==> src/rtl/mem_pkg.sv <==
// Shared encodings and defaults for the unified-memory access unit.
// Imported by mem_lane_align and mem_access_unit.
package mem_pkg;

   localparam logic [1:0] OP_FETCH = 2'b00;
   localparam logic [1:0] OP_LOAD  = 2'b01;
   localparam logic [1:0] OP_STORE = 2'b10;

   localparam logic [1:0] SZ_BYTE = 2'b00;
   localparam logic [1:0] SZ_HALF = 2'b01;
   localparam logic [1:0] SZ_WORD = 2'b10;

   localparam logic [31:0] INSTR_BASE_DEF  = 32'h0000_0400;
   localparam logic [31:0] INSTR_LIMIT_DEF = 32'h0000_0800;

   typedef enum logic [1:0] {
      S_IDLE,
      S_ACCESS,
      S_MERGE_WR,
      S_RESP
   } state_t;

endpackage

==> src/rtl/mem_lane_align.sv <==
// Little-endian lane extraction for loads and lane merge for sub-word stores.
// Purely combinational.
module mem_lane_align
   import mem_pkg::*;
(
   input  logic [31:0] word,
   input  logic [1:0]  lane,
   input  logic [1:0]  size,
   input  logic        is_signed,
   input  logic [31:0] wdata,
   output logic [31:0] load_val,
   output logic [31:0] store_word
);

   logic [7:0]  byte_sel;
   logic [15:0] half_sel;

   always_comb begin
      byte_sel = word[{lane, 3'b000} +: 8];
      half_sel = lane[1] ? word[31:16] : word[15:0];

      load_val = word;
      case (size)
         SZ_BYTE: load_val = {{24{is_signed & byte_sel[7]}}, byte_sel};
         SZ_HALF: load_val = {{16{is_signed & half_sel[15]}}, half_sel};
         default: load_val = word;
      endcase

      store_word = word;
      case (size)
         SZ_BYTE: store_word[{lane, 3'b000} +: 8] = wdata[7:0];
         SZ_HALF: begin
            if (lane[1]) store_word[31:16] = wdata[15:0];
            else         store_word[15:0]  = wdata[15:0];
         end
         default: store_word = wdata;
      endcase
   end

endmodule

==> src/rtl/mem_access_unit.sv <==
// Initiator for the single-port unified memory: fetch, load, store with
// read-modify-write for byte/half stores.
module mem_access_unit
   import mem_pkg::*;
#(
   parameter logic [31:0] INSTR_BASE  = INSTR_BASE_DEF,
   parameter logic [31:0] INSTR_LIMIT = INSTR_LIMIT_DEF
)(
   input  logic        clk,
   input  logic        reset_n,
   input  logic        req_valid,
   output logic        req_ready,
   input  logic [1:0]  req_op,
   input  logic [1:0]  req_size,
   input  logic        req_signed,
   input  logic [31:0] req_addr,
   input  logic [31:0] req_wdata,
   output logic        rsp_valid,
   output logic [31:0] rsp_rdata,
   output logic        rsp_err,
   output logic        mem_we,
   output logic [31:0] mem_wd,
   output logic [31:0] mem_addr,
   input  logic [31:0] mem_rd
);

   state_t      state, next;
   logic [1:0]  op_q, size_q;
   logic        sgn_q, err_q, illegal;
   logic [31:0] addr_q, wdata_q, merge_q, rdata_q;
   logic [31:0] load_val, store_word;

   mem_lane_align u_align (
      .word       (mem_rd),
      .lane       (addr_q[1:0]),
      .size       (size_q),
      .is_signed  (sgn_q),
      .wdata      (wdata_q),
      .load_val   (load_val),
      .store_word (store_word)
   );

   always_comb begin
      illegal = 1'b0;
      if (req_op == 2'b11 || req_size == 2'b11)
         illegal = 1'b1;
      if (req_op == OP_FETCH &&
          (req_size != SZ_WORD || req_addr[1:0] != 2'b00 ||
           req_addr < INSTR_BASE || req_addr >= INSTR_LIMIT))
         illegal = 1'b1;
      if (req_size == SZ_HALF && req_addr[0])
         illegal = 1'b1;
      if (req_size == SZ_WORD && req_addr[1:0] != 2'b00)
         illegal = 1'b1;
   end

   always_ff @(posedge clk) begin
      if (!reset_n) state <= S_IDLE;
      else          state <= next;
   end

   always_comb begin
      next      = state;
      req_ready = 1'b0;
      rsp_valid = 1'b0;
      mem_we    = 1'b0;
      mem_wd    = 32'h0;
      mem_addr  = 32'h0;
      unique case (state)
         S_IDLE: begin
            req_ready = reset_n;
            if (req_valid) next = illegal ? S_RESP : S_ACCESS;
         end
         S_ACCESS: begin
            mem_addr = (op_q == OP_FETCH) ? addr_q : {addr_q[31:2], 2'b00};
            next     = S_RESP;
            if (op_q == OP_STORE) begin
               if (size_q == SZ_WORD) begin
                  mem_we = 1'b1;
                  mem_wd = wdata_q;
               end else begin
                  next = S_MERGE_WR;
               end
            end
         end
         S_MERGE_WR: begin
            mem_addr = {addr_q[31:2], 2'b00};
            mem_we   = 1'b1;
            mem_wd   = merge_q;
            next     = S_RESP;
         end
         S_RESP: begin
            rsp_valid = 1'b1;
            next      = S_IDLE;
         end
         default: next = S_IDLE;
      endcase
   end

   // Capture on acceptance; load data and merge word are taken in ACCESS.
   always_ff @(posedge clk) begin
      if (!reset_n) begin
         op_q    <= 2'b00;
         size_q  <= 2'b00;
         sgn_q   <= 1'b0;
         addr_q  <= 32'h0;
         wdata_q <= 32'h0;
         err_q   <= 1'b0;
         merge_q <= 32'h0;
         rdata_q <= 32'h0;
      end else begin
         if (state == S_IDLE && req_valid) begin
            op_q    <= req_op;
            size_q  <= req_size;
            sgn_q   <= req_signed;
            addr_q  <= req_addr;
            wdata_q <= req_wdata;
            err_q   <= illegal;
         end
         if (state == S_ACCESS) begin
            if (op_q == OP_FETCH)     rdata_q <= mem_rd;
            else if (op_q == OP_LOAD) rdata_q <= load_val;
            else if (size_q != SZ_WORD) merge_q <= store_word;
         end
      end
   end

   assign rsp_rdata = rdata_q;
   assign rsp_err   = rsp_valid & err_q;

endmodule

==> config.mk <==
export PLATFORM = sky130hd
export DESIGN_NAME = mem_access_unit
export DESIGN_NICKNAME = d
export VERILOG_FILES = /design/src/rtl/mem_pkg.sv /design/src/rtl/mem_lane_align.sv /design/src/rtl/mem_access_unit.sv
export SDC_FILE = /design/constraint.sdc
export NUM_CORES = 1
export LEC_CHECK = 0
export ABC_CLOCK_PERIOD_IN_PS = 2150
export CORE_MARGIN = 4
export CORE_UTILIZATION = 43
export CTS_CLUSTER_SIZE = 40
export DETAILED_ROUTE_END_ITERATION = 8
export PLACE_DENSITY = 0.77
export SLEW_MARGIN = 40
export SYNTH_ARGS = -nofsm -noshare
export SYNTH_HDL_FRONTEND = slang
export SYNTH_SLANG_ARGS = --single-unit
==> constraint.sdc <==
create_clock -name clk -period 2.15 [get_ports clk]
set_clock_uncertainty 0.15 [all_clocks]
set_input_delay 0.215 -clock clk [delete_from_list [all_inputs] [get_ports clk]]
set_output_delay 0.215 -clock clk [all_outputs]
set_load 0.005 [all_outputs]
==> results.toml <==
[setup_path]
path_max_fanout = 16
cp.arrival_ns = 1.97
critPathLaunchType = "flop"
worstPathRequired_ns = 1.78
end_kind = "output pin"
setup.worst_path.class = "flop to output pin"

[floorplan]
ios = 204
start_util_pct = 43.9
dieArea_um2 = 18400
core-area_um2 = 15900
die_w_um = 136
fp.dieH_um = 136
rows = 46

[clock_network]
clkTransAtPathRegs_ns = 0.06
max-clock-path-buffers = 2
cts.root.buffer_cell = "clkbuf_16"
clock_sink_count = 136
numCtsBuffers = 17
clock_latency_ns = 0.42
htree_levels = 4
cts_tree = "yes"

[drt]
dr.pass1.iters = 6
drc = 0
drt_iter0_markers = 986
ant_nets = 0
routed_wl_um = 26000
viasPerCell = 5.71
wl_per_cell_um = 18.9
vias = 7863

[run_status]
status = "complete, but fails checks"
violations = "setup timing"

[logic_synthesis]
synth.area.mux_share_pct = 1.05
yosysSeqAreaShare_pct = 38.9
ys_types = 51
synthArstFlopShare_pct = 0
yosys_warnings = 0
ys.flop_type = "dfxtp_1"
synth-xor-area-share_pct = 0
synth.area.top_cells = "dfxtp_1 39%, nand2_1 13%, a21boi_0 7.9%"
synth_top_area_share_pct = 38.9
synth-seq-cells = 136
yosysTopAreaCell = "dfxtp_1"
synth_adder_area_share_pct = 1.79
synth_compound_area_share_pct = 30.2
synth_edf_count = 0
syn_avg_cell_area_um2 = 7.51
synth_top_family_by_area = "compound AO/OA/AOI/OAI gates"
yosys.area_share.simple_pct = 22.2
syn-num-nets = 1046
synth_cells = 932
netlist_area_um2 = 7000

[pwr]
peakVddDrop_v = 0.000715
power_mw = 11.1
powerDensity_nw_per_um2 = 1060
p_leak_nw = 4.10

[timing]
max_clock_freq_ghz = 0.428
period_share_pct = 109
fin_crit_ns = 2.33
final-max-slew-violation-count = 0
hold_violations = 0
relSlewSlack_pct = 62.3
tns_ns = -4.28
layout_setup_ws_ns = -0.184
tightest_slew_ns = 0.566
rsz0062_at_grt = "true"
setup_viol = 58

[final_layout]
layout.nets = 1262
seqCellArea_um2 = 2730
n_antenna_cell = 0
drive_above_1_share_pct = 20.0
syn2layout_area_growth_pct = 49.3
multi_input_area_um2 = 4070
fill_cells = 1366
final_util_pct = 65.5
instances_no_fill = 1377

[grt]
grt_usage_pct = 27.7
grt_max_degree = 108
grt_pass1_vias = 7766
gr-usage-met2_pct = 46.7
antenna_found_initial = 0
grt_use_met1_pct = 32.5
gr-max-usage-layer = "met2"
grt_pass1_wl_um = 40200
grt.overflow.total = 0
use_met3_pct = 8.43

[place]
place_hpwl_um = 17600
gp_congestion = 0.928
numPlacedInstances = 1324
numPortBuffers = 203

[min_path]
hp-class = "input pin to flop"

[run]
cap_violations = 0
[metrics by stage]
stage / setup slack, ns / cell area [um2] / hold slack (ns)
6_report: -0.184 / 10500 / 0.186
5_1_grt: -0.252 / 10500 / 0.192
4_1_cts: -0.291 / 10400 / 0.172
3_5_place_dp: -0.112 / 9470 / 0.304
3_3_place_gp: -0.0633 / 9470 / 0.295
2_1_floorplan: 0.119 / 7000 / 0.199
[cell usage after synthesis (12+ instances only)]
cell and count:
a21boi_0 74, a22oi_1 33, inv_1 21, a31oi_1 12, nor3_1 12, dfxtp_1 136
clkbuf_1 56, and2_1 33, nor2_1 48, a221oi_1 36, a21oi_1 50, nand2_1 234
buf_2 17, o21ai_0 82
[cell families after synthesis]
group,Yosys count
AND/OR/NAND/NOR,361
AO/OA/AOI/OAI,318
flip-flops,136
buffers and inverters,101
adder cells (fa/ha/maj),10
multiplexers,6
[sequential cells by signal, indices dropped and copies added, names as in the netlist]
name       cells
addr_q        32
err_q          1
merge_q       32
op_q           2
rsp_rdata     32
sgn_q          1
size_q         2
state          2
wdata_q       32
[final cells by class]
class	count	share of cell area (%)
sequential	136	26.1
inverter	22	0.862
timing repair buffer	276	25.7
clock inverter	15	1.69
multi-input combinational	695	39.0
tap	216	2.59
clock buffer	17	4.07
[critical path, stage by stage, from the launching register on]
cell and delay, ns:
dfxtp_2 0.35, buf_6 0.10, ha_4 0.16, nand2_4 0.06
nor3_4 0.17, buf_6 0.14, buf_12 0.14, a22oi_1 0.10
nor2_1 0.12, clkdlybuf4s15_2 0.21
[routing by layer]
metal / share of wire (%) / wire length [um]
met1: 38 / 9770
met3: 10 / 2680
met5: 0 / 0
met2: 48 / 12600
met4: 3.8 / 978
[where the power goes]
group / leakage, nW / internal [mW] / total (mW) / switching (mW)
registers: 1.11 / 3.06 / 3.48 / 0.413
clock network: 0.290 / 1.83 / 3.00 / 1.17
logic: 2.70 / 2.22 / 4.64 / 2.41
total: 4.10 / 7.11 / 11.1 / 4.00
[layout by cell type, fill, tap and decap left out, types with 17 or more instances in the layout]
cell | synthesis | final
and2_4 | 0 | 30
nand2_1 | 234 | 232
dfxtp_1 | 136 | 134
buf_4 | 0 | 44
clkbuf_16 | 0 | 17
buf_6 | 1 | 47
a221oi_1 | 36 | 36
a22oi_1 | 33 | 30
inv_1 | 21 | 19
a21oi_1 | 50 | 50
nor2_1 | 48 | 45
clkdlybuf4s50_1 | 0 | 135
o21ai_0 | 82 | 82
buf_2 | 17 | 31
a21boi_0 | 74 | 74
[what timing repair did]
item,in CTS,in global routing
endpoints found under the setup margin,67,65
gates resized for setup,340,36
pin swaps,24,23
setup buffers,16,8
gates cloned,4,0
hold buffers,0,0
[path summary, 6_finish.rpt]
kind,from,to,slack (ns),cells after the start
min reg2reg,rsp_rdata[6],rsp_rdata[6],0.31,2
min,reset_n,addr_q[31],0.19,3
max,state[0],mem_wd[19],-0.18,9
max reg2reg,size_q[1],merge_q[17],0.16,5
(Power assumes the default switching activity.)
